### config.mk
export PLATFORM = sky130hd
export DESIGN_NAME = forward_arbiter
export DESIGN_NICKNAME = d
export VERILOG_FILES = /design/src/rtl/forward_arbiter.sv
export SDC_FILE = /design/constraint.sdc
export NUM_CORES = 1
export LEC_CHECK = 0
export ABC_CLOCK_PERIOD_IN_PS = 3300
export CORE_AREA = 4 4 41 43
export CTS_BUF_LIST = sky130_fd_sc_hd__clkbuf_4 sky130_fd_sc_hd__clkbuf_8
export DETAILED_ROUTE_END_ITERATION = 7
export DIE_AREA = 0 0 45 47
export GPL_TIMING_DRIVEN = 0
export SLEW_MARGIN = 20
export SYNTH_ARGS = -nofsm -noshare
export SYNTH_HDL_FRONTEND = slang
export SYNTH_SLANG_ARGS = --single-unit
### constraint.sdc
create_clock -name ACLK -period 3.3 [get_ports ACLK]
set_clock_uncertainty 0.1 [all_clocks]
set_input_delay 0.825 -clock ACLK [delete_from_list [all_inputs] [get_ports ACLK]]
set_output_delay 0.825 -clock ACLK [all_outputs]
set_load 0.005 [all_outputs]
### src/rtl/forward_arbiter.sv
// forward_arbiter: request-path arbiter for one slave port of the crossbar.
// It picks among the master request FIFOs whose head beat targets this slave
// and pushes the winning beat into the slave request FIFO.
// Arbitration is round-robin per packet. Once a multi-beat packet has started,
// the grant stays on that master until the packet's last beat.
// Optional build macro FORWARD_ARB_STATS_EN adds per-master completed-packet
// counters on the output packet_count. Each counter is 16 bits and saturates.
module forward_arbiter #(
  parameter int masters           = 2,
  parameter int slaves            = 2,
  parameter int i_am_slave_number = 0
) (
  input  logic                                        ACLK,
  input  logic                                        ARESETn,
  input  logic [masters-1:0]                          master_fifo_empty,
  input  logic [masters-1:0][$clog2(slaves)-1:0]      master_slave_dest,
  input  logic [masters-1:0]                          master_last,
  input  logic                                        slave_fifo_full,
  output logic                                        push_to_fifo,
  output logic [masters-1:0]                          pop_master_vec,
  output logic [$clog2(masters)-1:0]                  grant_master_number,
`ifdef FORWARD_ARB_STATS_EN
  output logic [masters-1:0][15:0]                    packet_count,
`endif
  output logic                                        locked
);

  localparam int MW = $clog2(masters);
  localparam int DW = $clog2(slaves);

  typedef enum logic {IDLE = 1'b0, LOCKED = 1'b1} state_t;

  state_t          state_q, state_d;
  logic [MW-1:0]   rr_q, rr_d;
  logic [MW-1:0]   lock_q, lock_d;

  logic [masters-1:0] req;
  logic [MW-1:0]      win;
  logic               any_req;
  logic [MW:0]        cand;
  logic               push;
  logic [MW-1:0]      grant;

  // Wrap to 0 after the last master; this also works when masters is not a power of two.
  function automatic logic [MW-1:0] rr_inc(input logic [MW-1:0] p);
    return (p == MW'(masters - 1)) ? '0 : p + MW'(1);
  endfunction

  // A master requests this slave when its FIFO is non-empty and its head beat targets this slave.
  always_comb begin
    for (int i = 0; i < masters; i++)
      req[i] = ~master_fifo_empty[i] & (master_slave_dest[i] == DW'(i_am_slave_number));
  end

  // Round-robin search that starts at rr_q. When nothing requests, win falls back to rr_q.
  always_comb begin
    win     = rr_q;
    any_req = 1'b0;
    cand    = '0;
    for (int k = 0; k < masters; k++) begin
      cand = {1'b0, rr_q} + (MW+1)'(k);
      if (cand >= (MW+1)'(masters)) cand = cand - (MW+1)'(masters);
      if (!any_req && req[cand[MW-1:0]]) begin
        any_req = 1'b1;
        win     = cand[MW-1:0];
      end
    end
  end

  // Next-state logic plus the raw push and grant. They are granted with zero latency in the same cycle.
  always_comb begin
    state_d = state_q;
    rr_d    = rr_q;
    lock_d  = lock_q;
    push    = 1'b0;
    grant   = rr_q;
    case (state_q)
      IDLE: begin
        grant = win;
        if (any_req && !slave_fifo_full) begin
          push = 1'b1;
          if (master_last[win]) rr_d = rr_inc(win);
          else begin
            state_d = LOCKED;
            lock_d  = win;
          end
        end
      end
      LOCKED: begin
        // While locked, other masters are ignored. A missing or misrouted head just stalls the packet.
        grant = lock_q;
        push  = req[lock_q] & ~slave_fifo_full;
        if (push && master_last[lock_q]) begin
          state_d = IDLE;
          rr_d    = rr_inc(lock_q);
        end
      end
      default: state_d = IDLE;
    endcase
  end

  // Arbiter state register. Reset drops any lock in progress.
  always_ff @(posedge ACLK or negedge ARESETn) begin
    if (!ARESETn) begin
      state_q <= IDLE;
      rr_q    <= '0;
      lock_q  <= '0;
    end else begin
      state_q <= state_d;
      rr_q    <= rr_d;
      lock_q  <= lock_d;
    end
  end

  // Outputs are forced to zero while reset is asserted. Requests may still be present during reset.
  always_comb begin
    push_to_fifo        = push & ARESETn;
    grant_master_number = ARESETn ? grant : '0;
    locked              = (state_q == LOCKED);
    for (int i = 0; i < masters; i++)
      pop_master_vec[i] = push_to_fifo & (grant_master_number == MW'(i));
  end

`ifdef FORWARD_ARB_STATS_EN
  logic [masters-1:0][15:0] packet_count_q;

  // Count completed packets per master. A packet completes on a push of a last beat; counters saturate.
  always_ff @(posedge ACLK or negedge ARESETn) begin
    if (!ARESETn) begin
      packet_count_q <= '0;
    end else if (push_to_fifo && master_last[grant_master_number]) begin
      if (packet_count_q[grant_master_number] != 16'hFFFF)
        packet_count_q[grant_master_number] <= packet_count_q[grant_master_number] + 16'd1;
    end
  end

  assign packet_count = packet_count_q;
`endif

endmodule

==> results.toml <==
[run_status]
status = "finished, final reports clean"

[setup_path]
worst_ep_required_time_ns = 2.37
slowest_delay_ns = 0.34
worstSetupEndpointType = "output port"
cp_num_buf_inv = 3
path_cells = "dlymetal6s2s_1 > or2_4 > maj3_2 > mux2i_4 > buf_6 > nor2b_1 > dlygate4sd2_1"
crit_slowest_cell = "maj3_2"
crit_arrival_ns = 2.16
cp_top_family = "buffers and inverters"
crit_start = "master_fifo_empty[0]"
worstSetupPathType = "in2out"
cp_max_fo = 4
start_kind = "input pin"
r2r-start = "rr_q"

[clock_network]
htreeDepth = 1
insertion_delay_ns = 0.23
cts_buffers = 3
cts_root_buf = "clkbuf_4"
clk_pin_slew_ns = 0.04
cts_tree = "built"
cts.sinks = 3
ctsLongestPathBuffers = 2

[yosys]
avgSynthCellArea_um2 = 8.800
synth_compound_area_frac = 0.1896
synth-xor-area-share = 0
yosys.area_share.adder = 0.04265
ys_ff_latch = 3
synth_area_um2 = 264.0
yosys-top-cells-area = "dfrtp_1, mux2i_4, o2bb2ai_2"
synthMuxAreaShare = 0.1659
synth_top_area_share = 0.2844
yosys_warnings = 0
async_flop_share = 1.000
yosys.area_share.simple = 0.2891
synthTopCellsByCount = "dfrtp_1, nor2_1"
synthDistinctLibCells = 20
synth_edf_count = 0
synth_seq_area_share = 0.2844
synthFlopType = "dfrtp_1"
synth_top_family_by_area = "simple AND/OR/NAND/NOR gates"
synth.net_count = 39
synthCells = 30
yosysTopAreaCell = "dfrtp_1"

[floorplan]
die_width_um = 45
die_y_um = 47
rows = 13
core_mm2 = 0.001301
die_area_mm2 = 0.002115
initial_core_util = 0.2029
io_pins = 14

[placement]
io_buffers = 13
post-place-ws_ns = -0.4576
dpl.cell_count = 58
gp_congestion = 0.7121
dp_hpwl_um = 541.2

[power_and_ir_drop]
power.density_mw_per_mm2 = 644.6
ir_worst_vdd_uv = 216.4
p_leak_nw = 0.2366

[final_layout]
layoutNonFillerInstCount = 65
area_growth_pct = 91.47
final_nets = 60
postLayoutCoreUtil = 0.3885
drive_gt1_frac = 0.3400
antennaDiodeCount = 0

[global_routing]
track_usage = 0.07369
grt_overflow = 0
grt_pass1_wl_mm = 1.076
antenna_found_initial = 0
grt_pass1_vias = 289
grt_max_degree = 7

[detailed_routing]
dr.first_iter.drc_count = 6
wl_per_cell_um = 10.49
drc = 0
vias = 292
dr.pass1.iters = 2
vias_per_cell = 4.492
drtAntennaViolNets = 0
wirelength_um = 682

[timing]
grt_setup_unrepaired = "false"
timing.final.ws_setup_ns = 0.2149
slew_headroom = 0.8312
slew_viol_final = 0
max_freq_mhz = 324.1
fin_setup_tns_ns = 0
period_share = 0.9349
hold_viol = 0
post-route-min-period_ns = 3.085
setup_viol = 0
max_slew.worst_pin.slew_ns = 0.2497

[worst_hold_path]
hp-start = "rr_q"
hp-class = "reg2reg"

[run]
maxCapViolations = 0
-- cell type report --
| type | count | area [um^2] |
|---|---|---|
| flip-flops and latches | 3 | 75.07 |
| multi-input cells | 25 | 215.2 |
| clock buffers | 4 | 30.03 |
| well taps | 15 | 18.77 |
| inverters | 2 | 7.507 |
| fillers | 143 | 795.8 |
| repair buffers | 16 | 158.9 |
-- sequential cells by signal (all words and copies together) (netlist names) --
register,cells
rr_q,1
locked,1
lock_q,1
-- power breakdown --
group	internal (mW)	total [mW]	switching, mW
clock network	0.0535	0.0721	0.0186
logic	0.104	0.177	0.0729
registers	0.0559	0.0772	0.0214
-- per-stage QoR --
stage | hold slack (ns) | total power, mW | cell area [um^2]
floorplan | 0.3734 | 0.1537 | 264.0
global placement | 0.3998 | 0.2106 | 412.9
detailed placement | 0.3957 | 0.2102 | 412.9
CTS | 0.4085 | 0.3211 | 466.7
global route | 0.4108 | 0.3533 | 505.5
finish | 0.3937 | 0.3258 | 505.5
-- cells in the final DEF, fill, tap and decap left out, types with 2 or more instances in the layout --
| cell | instances |
|---|---|
| a31oi_1 | 2 |
| buf_4 | 2 |
| clkbuf_4 | 4 |
| clkdlybuf4s50_1 | 6 |
| dfrtp_1 | 3 |
| dlygate4sd2_1 | 2 |
| dlymetal6s2s_1 | 4 |
| inv_1 | 2 |
| mux2i_4 | 2 |
| nand2_1 | 2 |
| nor2_1 | 2 |
| nor2b_1 | 2 |
| or2_4 | 2 |
-- logic make-up (layout without fill, tap and decap cells) --
family,after synthesis,after routing
adder cells (fa/ha/maj),1,1
multiplexers,3,3
buffers and inverters,2,22
flip-flops,3,3
AND/OR/NAND/NOR,14,14
AO/OA/AOI/OAI,7,7
-- worst register-to-register path, delay by kind of cell (launching register included) --
family / cells / cell delay [ns]
buf+inv: 1 / 0.16
fa+ha+maj: 1 / 0.34
compound gates: 1 / 0.12
flops: 1 / 0.37
mux: 2 / 0.51
-- repair_timing --
item                       4_1_cts  5_1_grt
gates cloned                     0        0
hold buffers                     0        0
buffers inserted                 2        1
pin swaps                        1        3
gates resized for setup          9        9
setup endpoints to repair        4        4
-- metal layers --
metal	vias to the layer above	routed length [um]	track usage
li1	148	-	-
met2	8	360	0.1243
met3	2	60	0.02682
met1	134	245	0.06881
met4	0	15	0.07018
met5	-	0	0
-- final timing paths --
path	endpoint	slack, ns	cells past startpoint
max	grant_master_number	0.21	7
min	rr_q	0.39	1
max reg2reg	rr_q	1.59	5
min reg2reg	rr_q	0.39	1
max in group asynchronous	lock_q	2.21	1
min in group asynchronous	rr_q	0.71	1
Note: power is estimated with default switching activity, not from simulation.
